File: src/rtl/ahb2apb_bridge.sv
// ahb2apb_bridge: AHB-Lite slave to multi-slave APB bridge.
// Ports: HCLK, HRESET (sync, active-high); HSEL/HADDR/HTRANS/HWRITE/
//   HWDATA/HREADY in, HREADYOUT/HRESP/HRDATA out (AHB-Lite slave);
//   PADDR/PWDATA/PWRITE/PENABLE/PSEL out, PRDATA/PREADY/PSLVERR in (APB).
// Define AHB2APB_TIMEOUT_EN to bound ACCESS at TIMEOUT_CYC stall cycles.
module ahb2apb_bridge #(
  parameter int APB_ADDR_WIDTH = 12,
  parameter int NUM_SLV        = 4,
  parameter int TIMEOUT_CYC    = 256
) (
  input  logic                      HCLK,
  input  logic                      HRESET,
  input  logic                      HSEL,
  input  logic [31:0]               HADDR,
  input  logic [1:0]                HTRANS,
  input  logic                      HWRITE,
  input  logic [31:0]               HWDATA,
  input  logic                      HREADY,
  output logic                      HREADYOUT,
  output logic                      HRESP,
  output logic [31:0]               HRDATA,
  output logic [APB_ADDR_WIDTH-1:0] PADDR,
  output logic [31:0]               PWDATA,
  output logic                      PWRITE,
  output logic                      PENABLE,
  output logic [NUM_SLV-1:0]        PSEL,
  input  logic [NUM_SLV*32-1:0]     PRDATA,
  input  logic [NUM_SLV-1:0]        PREADY,
  input  logic [NUM_SLV-1:0]        PSLVERR
);

  localparam int IDXW = (NUM_SLV > 1) ? $clog2(NUM_SLV) : 1;
  localparam logic [IDXW:0] NSLV_W = (IDXW+1)'(NUM_SLV);

  typedef enum logic [2:0] {
    S_IDLE, S_CAPT, S_SETUP, S_ACCESS, S_DONE, S_ERR1, S_ERR2
  } state_t;

  state_t                    r_state;
  logic                      r_hreadyout;
  logic                      r_hresp;
  logic [31:0]               r_hrdata;
  logic [APB_ADDR_WIDTH-1:0] r_paddr;
  logic [31:0]               r_pwdata;
  logic                      r_pwrite;
  logic                      r_penable;
  logic [NUM_SLV-1:0]        r_psel;
  logic [IDXW-1:0]           r_idx;

  logic [IDXW-1:0]           w_idx;
  logic                      w_accept;
  logic                      w_bad;
  logic                      w_pready;
  logic                      w_pslverr;
  logic [31:0]               w_prdata;
  logic [NUM_SLV-1:0]        w_onehot;
  logic                      w_unused;

  if (NUM_SLV > 1) begin : g_dec
    assign w_idx = HADDR[APB_ADDR_WIDTH +: IDXW];
  end else begin : g_nodec
    assign w_idx = '0;
  end

  // A new address phase is only taken in states where the AHB
  // data phase of the previous transfer is completing.
  assign w_accept = HSEL && HTRANS[1] && HREADY &&
                    (r_state == S_IDLE || r_state == S_DONE ||
                     r_state == S_ERR2);

  // Only reachable for non-power-of-two slave counts.
  assign w_bad     = ({1'b0, r_idx} >= NSLV_W);
  assign w_pready  = PREADY[r_idx];
  assign w_pslverr = PSLVERR[r_idx];
  assign w_prdata  = PRDATA[{r_idx, 5'b0} +: 32];
  assign w_onehot  = NUM_SLV'(1) << r_idx;
  assign w_unused  = ^{HADDR, HTRANS[0], 32'(TIMEOUT_CYC)};

`ifdef AHB2APB_TIMEOUT_EN
  localparam int TW = $clog2(TIMEOUT_CYC + 1);
  localparam logic [TW-1:0] TMO_LAST = TW'(TIMEOUT_CYC - 1);
  logic [TW-1:0] r_tmo;
  logic          w_tmo;
  assign w_tmo = (r_tmo == TMO_LAST);
`endif

  always_ff @(posedge HCLK) begin
    if (HRESET) begin
      r_state     <= S_IDLE;
      r_hreadyout <= 1'b1;
      r_hresp     <= 1'b0;
      r_hrdata    <= '0;
      r_paddr     <= '0;
      r_pwdata    <= '0;
      r_pwrite    <= 1'b0;
      r_penable   <= 1'b0;
      r_psel      <= '0;
      r_idx       <= '0;
`ifdef AHB2APB_TIMEOUT_EN
      r_tmo       <= '0;
`endif
    end else begin
      unique case (r_state)
        S_IDLE, S_DONE, S_ERR2: begin
          r_hresp <= 1'b0;
          if (w_accept) begin
            r_state     <= S_CAPT;
            r_hreadyout <= 1'b0;
            r_paddr     <= HADDR[APB_ADDR_WIDTH-1:0];
            r_pwrite    <= HWRITE;
            r_idx       <= w_idx;
          end else begin
            r_state     <= S_IDLE;
            r_hreadyout <= 1'b1;
          end
        end
        S_CAPT: begin
          r_pwdata <= HWDATA;
          if (w_bad) begin
            r_state <= S_ERR1;
            r_hresp <= 1'b1;
          end else begin
            r_state <= S_SETUP;
            r_psel  <= w_onehot;
          end
        end
        S_SETUP: begin
          r_state   <= S_ACCESS;
          r_penable <= 1'b1;
        end
        S_ACCESS: begin
          if (w_pready) begin
            r_psel    <= '0;
            r_penable <= 1'b0;
            if (w_pslverr) begin
              r_state <= S_ERR1;
              r_hresp <= 1'b1;
            end else begin
              r_state     <= S_DONE;
              r_hreadyout <= 1'b1;
              if (!r_pwrite) r_hrdata <= w_prdata;
            end
          end
`ifdef AHB2APB_TIMEOUT_EN
          else if (w_tmo) begin
            r_psel    <= '0;
            r_penable <= 1'b0;
            r_state   <= S_ERR1;
            r_hresp   <= 1'b1;
          end
`endif
        end
        S_ERR1: begin
          r_state     <= S_ERR2;
          r_hreadyout <= 1'b1;
        end
        default: begin
          r_state     <= S_IDLE;
          r_hreadyout <= 1'b1;
          r_hresp     <= 1'b0;
        end
      endcase
`ifdef AHB2APB_TIMEOUT_EN
      if (r_state == S_ACCESS && !w_pready && !w_tmo)
        r_tmo <= r_tmo + TW'(1);
      else
        r_tmo <= '0;
`endif
    end
  end

  assign HREADYOUT = r_hreadyout;
  assign HRESP     = r_hresp;
  assign HRDATA    = r_hrdata;
  assign PADDR     = r_paddr;
  assign PWDATA    = r_pwdata;
  assign PWRITE    = r_pwrite;
  assign PENABLE   = r_penable;
  assign PSEL      = r_psel;

endmodule

File: config.mk
export PLATFORM = sky130hd
export DESIGN_NAME = ahb2apb_bridge
export DESIGN_NICKNAME = d
export VERILOG_FILES = /design/src/rtl/ahb2apb_bridge.sv
export SDC_FILE = /design/constraint.sdc
export NUM_CORES = 1
export LEC_CHECK = 0
export ABC_AREA = 0
export CAP_MARGIN = 20
export CORE_AREA = 2 2 114 116
export CTS_CLUSTER_DIAMETER = 100
export DETAILED_ROUTE_END_ITERATION = 6
export DIE_AREA = 0 0 116 118
export PLACE_DENSITY = 0.78
export SKIP_CTS_REPAIR_TIMING = 1
export SLEW_MARGIN = 20
export SYNTH_ARGS = -nofsm -noshare
export SYNTH_HDL_FRONTEND = slang
export SYNTH_SLANG_ARGS = --single-unit
File: constraint.sdc
create_clock -name HCLK -period 1.9 [get_ports HCLK]
set_input_delay 0.38 -clock HCLK [delete_from_list [all_inputs] [get_ports HCLK]]
set_output_delay 0.38 -clock HCLK [all_outputs]
set_load 0.005 [all_outputs]
==> results of run 1 <==
## flip-flops by register name, summed over array words and instances, names as in the netlist
register	count
HRDATA	32
PWDATA	32
PADDR	12
PSEL	4
r_state	3
r_idx	2
HREADYOUT	1
HRESP	1
PENABLE	1
PWRITE	1
## power by group
part / switching (mW) / internal [mW]
sequential: 0.0301 / 1.91
combinational: 0.252 / 0.560
clock: 0.675 / 0.883
total: 0.957 / 3.36
## worst max-delay path: stages (launching register included)
cell and delay, ps:
dfxtp_4 410, mux4_2 560, and4b_1 320, buf_12 200, nand2_1 80, a21oi_1 140
## layout make-up
type / count / area share
multi-input cells: 311 / 0.286
inverters: 3 / 0.00156
repair buffers: 287 / 0.400
clock buffers: 13 / 0.0332
flip-flops and latches: 89 / 0.247
well taps: 172 / 0.0298
clock inverters: 2 / 0.00225
## final timing paths
| path | from | to | depth (start not counted) |
|---|---|---|---|
| worst max-delay path | r_idx[0]$_SDFFE_PP0P_ | HRDATA[30]$_SDFFE_PP0P_ | 5 |
| worst min-delay path | HRDATA[20]$_SDFFE_PP0P_ | HRDATA[20]$_SDFFE_PP0P_ | 2 |
| worst max register to register | r_idx[0]$_SDFFE_PP0P_ | HRDATA[30]$_SDFFE_PP0P_ | 5 |
| worst min register to register | HRDATA[20]$_SDFFE_PP0P_ | HRDATA[20]$_SDFFE_PP0P_ | 2 |
## through the flow
step | hold slack, ps | setup TNS [ps] | instances
final | 451 | 0 | 877
after floorplan | 453 | 0 | 440
after global routing | 467 | 0 | 877
after detailed placement | 445 | -6970 | 862
after global placement | 442 | -5600 | 862
after CTS | 454 | 0 | 877
## synthesized netlist by cell type, types with 3 or more instances
library cell  number  share of area
a21oi_1           74          0.092
a21oi_2           10          0.022
buf_2             11          0.014
buf_6              3         0.0084
clkbuf_1          20          0.019
dfxtp_1           89           0.44
inv_1              3         0.0028
mux4_2            34           0.19
nand2_1          152           0.14
nand2_2           10          0.015
nor2_1             8         0.0074
nor3_1             3         0.0037
## placed cells by master (no fill, tap or decap), types with 2 or more instances in the layout
cell	synthesis	final
clkdlybuf4s50_1	0	270
nand2_1	152	152
dfxtp_1	89	87
a21oi_1	74	74
mux4_2	34	34
buf_4	2	12
nand2_2	10	10
a21oi_2	10	10
clkbuf_16	0	9
nor2_1	8	8
buf_12	0	5
clkbuf_1	20	4
inv_1	3	3
o21ai_0	2	2
nor3b_1	2	2
a22oi_1	2	2
nor3_1	3	2
a211oi_1	2	2
## routing by layer
metal  up-vias  track usage
li1       2031            -
met4         0       0.0543
met5         -            0
met2       189        0.372
met3        16       0.0685
met1      1978        0.198
## logic make-up after synthesis
logic type	synth area share
compound gates	0.131
buf+inv	0.0483
simple gates	0.190
flops	0.441
mux	0.190
==> impl_results.md, run 1 <==
* Outcome: complete, no violations
* Final net count at slightly above 900
* Setup violators final at 0
* Global-route wire length before repair at around 21 mm
* Predominant post-synthesis flop cell: dfxtp_1
* Routed Antenna Nets at 0
* DR iter-0 viols at roughly 190
* Clk buf depth at 2
* Area post-placement at around 7000 µm²
* Final hold vios at 0
* Gate Count Post-Synth at 440
* Total gr overflow at 0
* Peak VDD IR at approximately 0.35 mV
* Mapped Area at approximately 4000 µm²
* Max Clock Skew at between 5 and 6 ps
* Yosys warning total at 0
* Vias in the first global route at roughly 4300
* Syn avg cell area at between 9 and 10 µm²
* Tightest Pin Transition at just under 600 ps
* Met3 routed WL at between 1 and 1.5 mm
* Insertion delay to the later sink of the worst-skew pair at 330 ps
* Routed length on met2 at slightly above 7 mm
* Area of the multi-input gates at around 2100 µm²
* DRC violations left at 0
* Placer Congestion at between 0.8 and 0.9
* Final HPWL DP at about 11 mm
* Final instance area at slightly above 7000 µm²
* Period utilization at 0.941
* Critical path capture point type: flip-flop
* Wl on met1 at 4.83 mm
* Initial DRT Pass Iterations at 6
* Die Wd at 116 µm
* Drt via density at between 4 and 5
* Routed WL at between 10 and 15 mm
* Cell variety after synth at 30
* Worst-path clk slew at approximately 60 ps
* Pins Over Slew Limit at 0
* Gr usage total at 0.196
* Layout area overhead at 79.0%
* Max Cap Violations at 0
* Vias at roughly 4200
* Die H at ~120 µm
* Antenna diode count at 0
* Leak at ~2.4 nW
* DIE AREA at around 14000 µm²
* Initial Util at 0.325
* Io pins at 291
* Filler instances at between 1000 and 1500
* Required time of the critical path at approximately 2200 ps
* Sequential share of the synthesized area at 0.441
* FMAX at roughly 560 MHz
* R2r setup slk at roughly 110 ps
* FF/Latch Area at about 1800 µm²
* Tot Pwr at 4.31 mW
* Post-DR wirelength/cell at between 15 and 20 µm
* Startpoint types: flip-flop
* Initial antenna violation count at 0
* Synth async-reset ratio at 0
* Power Density at approximately 600 nW/µm²
* RSZ-0062 raised after global routing: false
* IO Port Bufs at ~270
* Place WS at -211 ps
* Worst Path Class, Setup: reg -> reg
* Post-synth EDFFs at 0
* Max Used Layer: met4
* Root Driver: clkbuf_16
* CP Max Fanout at 32
* Crit path arrival time at between 2000 and 2500 ps
* # rows at slightly above 40
* Hold WC Path Type: reg -> reg
* Syn_nets at approximately 650
* Relative slew slack at 0.606
* Layout cell share with drive strength beyond 1 at 0.125
* Final worst slack at roughly 110 ps
* Total core area at 12400 µm²
* Final core utilization at 0.582
* CTS buffer count at 9
* CTS tree: built
* Pin count of the biggest net entering global routing at 54
* Yosys reg bits at between 80 and 90
* CTS H-tree depth at 3
* CTS Sinks at between 80 and 90
* Final Critical Period at ~1800 ps
Note: power is estimated with default switching activity, not from simulation.
==> run 2, diff against run 1 <==
SLEW_MARGIN = 0   (was 20)
clock period = 1.7 ns   (was 1.9 ns; I/O delays follow)
==> impl_results.md, run 2 (synthesis results as in run 1) <==
* Outcome: finished, violations left
* Failing checks: negative setup slack
* Commonest cells after routing, fill and taps aside: 270 x clkdlybuf4s50_1, 140 x nand2_1, 87 x dfxtp_1
* Vias in the first global route at between 4000 and 5000
* Fin cells at roughly 900
* R2r setup slk at -80 ps
* Crit path capture: HRDATA[27]$_SDFFE_PP0P_
* Crit-path cells: clkdlybuf4s50_1 -> mux4_2 -> and4b_4 -> clkbuf_16 -> nand2_1 -> a21oi_1
* Worst Path Class, Setup: in -> reg
* Final net count at slightly above 900
* Crit path arrival time at just over 2000 ps
* Period utilization at 1.05
* Tot Pwr at 5.04 mW
* Final HPWL DP at approximately 11 mm
* Crit path from: PSLVERR[2]
* Antenna diode count at 0
* CTS Sinks at 89
* Global-route wire length before repair at 21.5 mm
* Final core utilization at 0.602
* Io pins at around 290
* DR iter-0 viols at ~130
* Clk buf depth at 2
* Combinational share of power at 0.186
* Vias at between 4000 and 5000
* Layout cell share with drive strength beyond 1 at 0.175
* DRC violations left at 0
* Total core area at 12400 µm²
* Power share of the clock group at 0.383
* Place WS at -397 ps
* Post-DR wirelength/cell at 16.2 µm
* DIE AREA at approximately 14000 µm²
* Int Power at 3.94 mW
* FMAX at 558 MHz
* Total gr overflow at 0
* Worst reg-to-reg path cell count at 5
* Routed Antenna Nets at 0
* FF-to-FF End: HRDATA[27]$_SDFFE_PP0P_
* Initial antenna violation count at 0
* Net Sw Frac at 0.220
* Max Clock Skew at 6.25 ps
* DP Cell Count at ~860
* Leading cell type in the layout, fill and taps excluded: clkdlybuf4s50_1
* Final worst slack at -93.0 ps
* CTS tree: built
* CP max stage cell: mux4_2
* CTS buffer count at 9
* Final Critical Period at ~1800 ps
* Crit-path max cell delay at 510 ps
* Worst-case hold slack at 396 ps
* Startpoint types: input pin
* Initial DRT Pass Iterations at 4
* Power Density at around 670 nW/µm²
* Max Cap Violations at 0
* NetSw at roughly 1.1 mW
* Placer Congestion at 0.811
* Setup TNS Final at -2170 ps
* Critical path capture point type: flip-flop
* Peak VDD IR at about 0.64 mV
* Gr usage total at 0.201
* IO Port Bufs at 271
* Worst-path clk slew at roughly 60 ps
* # rows at 41
* Tightest Pin Transition at just under 500 ps
* Pin count of the biggest net entering global routing at 40
* CTS H-tree depth at 3
* Area post-placement at around 7000 µm²
* Root Driver: clkbuf_16
* RSZ-0062 raised after global routing: true
* Final hold vios at 0
* Setup violators final at 32
* Routed WL at 14.3 mm
* Hold WC Path Type: in -> reg
* R2r startpoint: r_idx[0]$_SDFFE_PP0P_
* Layout area overhead at 85.0%
* Drt via density at 4.87
* Relative slew slack at 0.680
* Final instance area at 7480 µm²
* Insertion delay to the later sink of the worst-skew pair at approximately 340 ps
* Die Wd at between 100 and 150 µm
* Pins Over Slew Limit at 0
* Leak at about 2.5 nW
* Required time of the critical path at slightly below 2000 ps
* Die H at 118 µm
* Share of power burned in registers at 0.430
* Initial Util at 0.325
* CP Max Fanout at 8
[run 2: worst min-delay path by stage]
stage | startpoint | to | slack, ps | cells after the start
floorplan | HRDATA[0]$_SDFFE_PP0P_ | HRDATA[0]$_SDFFE_PP0P_ | 450 | 2
global placement | PWDATA[16]$_SDFFE_PP0N_ | PWDATA[16]$_SDFFE_PP0N_ | 440 | 2
detailed placement | PWDATA[11]$_SDFFE_PP0N_ | PWDATA[11]$_SDFFE_PP0N_ | 450 | 2
global route | HRESET | HRDATA[31]$_SDFFE_PP0P_ | 410 | 2
finish | HRESET | HRDATA[29]$_SDFFE_PP0P_ | 400 | 2
CTS | HRESET | HRDATA[29]$_SDFFE_PP0P_ | 390 | 2
[run 2: critical path: cells and delay by family]
family	cells	cell delay (ps)
buffers and inverters	2	600
multiplexers	1	510
AND/OR/NAND/NOR	2	500
AO/OA/AOI/OAI	1	110
[run 2: cell type report]
cell class              instances  area [µm²]
inverters                       3        11.3
multi-input cells             311        2190
clock inverters                 3        42.5
well taps                     172         215
fillers                      1060        4940
flip-flops and latches         89        1790
clock buffers                  11         243
repair buffers                293        2990
[run 2: per-layer routing]
layer / global-route usage / part of all wire
met1: 0.204 / 0.36
met2: 0.370 / 0.53
met3: 0.0783 / 0.094
met4: 0.0662 / 0.016
met5: 0 / 0
[run 2: power by group through the flow]
stage | clock, mW | sequential (mW) | combinational (mW)
2_1_floorplan | 0 | 2.22 | 0.294
3_3_place_gp | 0 | 2.22 | 0.905
3_5_place_dp | 0 | 2.22 | 0.922
4_1_cts | 2.00 | 2.17 | 0.928
5_1_grt | 2.09 | 2.18 | 1.00
6_report | 1.93 | 2.17 | 0.939
==> run 3, diff against run 2 <==
PLACE_DENSITY = 0.76   (was 0.78)
==> impl_results.md, run 3 (synthesis results as in run 1) <==
* Outcome: finished, violations left
* Failing checks: negative setup slack
* DR iter-0 viols at ~240
* Routed Antenna Nets at 0
* Final net count at approximately 920
* Pins Over Slew Limit at 0
* Max Cap Violations at 0
* Startpoint types: input pin
* IO Port Bufs at between 200 and 300
* Worst Path Class, Setup: in -> reg
* Layout area overhead at 87.0%
* Initial antenna violation count at 0
* Placer Congestion at ~0.8
* Total gr overflow at 0
* FF/Latch Area at 1790 µm²
* Post-DR wirelength/cell at between 15 and 20 µm
* Critical path capture point type: flip-flop
* Leak at 2.56 nW
* FMAX at between 500 and 600 MHz
* Initial Util at 0.325
* Max Clock Skew at ~8.2 ps
* Filler instances at 1017
* Tot Pwr at 5.41 mW
* Worst-case hold slack at around 460 ps
* CTS tree: built
* CP Max Fanout at 8
* CTS buffer count at 9
* Die Wd at 116 µm
* Hold WC Path Type: reg -> reg
* Vias in the first global route at approximately 4500
* Power Density at between 700 and 800 nW/µm²
* RSZ-0062 raised after global routing: true
* Crit path arrival time at between 2000 and 2500 ps
* Layout cell share with drive strength beyond 1 at 0.176
* Insertion delay to the later sink of the worst-skew pair at roughly 330 ps
* Tightest Pin Transition at around 590 ps
* Drt via density at ~4.8
* Commonest cells after routing, fill and taps aside: 268 x clkdlybuf4s50_1, 145 x nand2_1, 87 x dfxtp_1
* Vias at 4293
* Io pins at 291
* Gr usage total at 0.198
* DRC violations left at 0
* Antenna diode count at 0
* Required time of the critical path at slightly below 2000 ps
* Final worst slack at -101 ps
* Period utilization at 1.06
* Peak VDD IR at 0.427 mV
* Clk buf depth at 2
* CTS H-tree depth at 3
* Setup violators final at 32
* Area of the multi-input gates at 2160 µm²
* Final HPWL DP at 10.6 mm
* Final core utilization at 0.609
* CTS Sinks at 89
* # rows at 41
* Total core area at ~12000 µm²
* Worst-path clk slew at about 60 ps
* Initial DRT Pass Iterations at 4
* Routed WL at about 14 mm
* Die H at between 100 and 150 µm
* Final Critical Period at 1800 ps
* Global-route wire length before repair at roughly 21 mm
* DIE AREA at 13700 µm²
* Root Driver: clkbuf_16
* Pin count of the biggest net entering global routing at 54
* Final hold vios at 0
* Relative slew slack at 0.609
* Place WS at -379 ps
* Leading cell type in the layout, fill and taps excluded: clkdlybuf4s50_1
run 3: cell types whose count changed in the layout (fill, tap and decap cells not counted), moves of 2 or more:
cell	before	now
nand2_1	140	145
nand2_2	16	14
nand2_4	6	3
dlymetal6s2s_1	0	2
clkdlybuf4s50_1	270	268
bufinv_16	1	3
buf_4	14	17
clkinv_4	0	2
run 3: report_power, final:
| group | leakage (nW) | switching (mW) | internal (mW) |
|---|---|---|---|
| combinational | 1.67 | 0.297 | 0.640 |
| sequential | 0.721 | 0.0328 | 2.14 |
| clock | 0.169 | 0.818 | 1.48 |
| total | 2.56 | 1.15 | 4.26 |
run 3: worst paths after layout:
path / startpoint / to / slack, ps / cells past startpoint
worst min register to register: PADDR[11]$_SDFFE_PP0P_ / PADDR[11]$_SDFFE_PP0P_ / 460 / 2
worst min-delay path: PADDR[11]$_SDFFE_PP0P_ / PADDR[11]$_SDFFE_PP0P_ / 460 / 2
worst max register to register: r_idx[0]$_SDFFE_PP0P_ / HRDATA[28]$_SDFFE_PP0P_ / -90 / 5
worst max-delay path: PSLVERR[2] / HRDATA[28]$_SDFFE_PP0P_ / -100 / 6
run 3: cell type report:
class                   instances  share of cell area
clock buffers                  10              0.0316
clock inverters                 6              0.0152
inverters                       3             0.00149
multi-input cells             311               0.286
flip-flops and latches         89               0.236
well taps                     172              0.0285
repair buffers                297               0.401
run 3: through the flow:
step / std cells / setup TNS [ps] / instance area (µm²)
5_1_grt: 888 / -3240 / 7560
3_3_place_gp: 866 / -13740 / 7010
6_report: 888 / -1950 / 7560
4_1_cts: 882 / -2060 / 7370
3_5_place_dp: 866 / -15270 / 7010
2_1_floorplan: 440 / 0 / 4040
run 3: worst max-delay path: stages:
cell and delay [ps]:
clkdlybuf4s50_1 390, mux4_2 510, and4b_4 440, clkbuf_16 190, nand2_1 70, a21oi_2 120
run 3: per-layer routing:
metal | vias to the layer above | global-route usage | part of all wire
met5 | - | 0 | 0
met4 | 0 | 0.0841 | 0.032
met3 | 33 | 0.0649 | 0.081
met2 | 188 | 0.362 | 0.51
met1 | 2015 | 0.202 | 0.37
li1 | 2057 | - | -
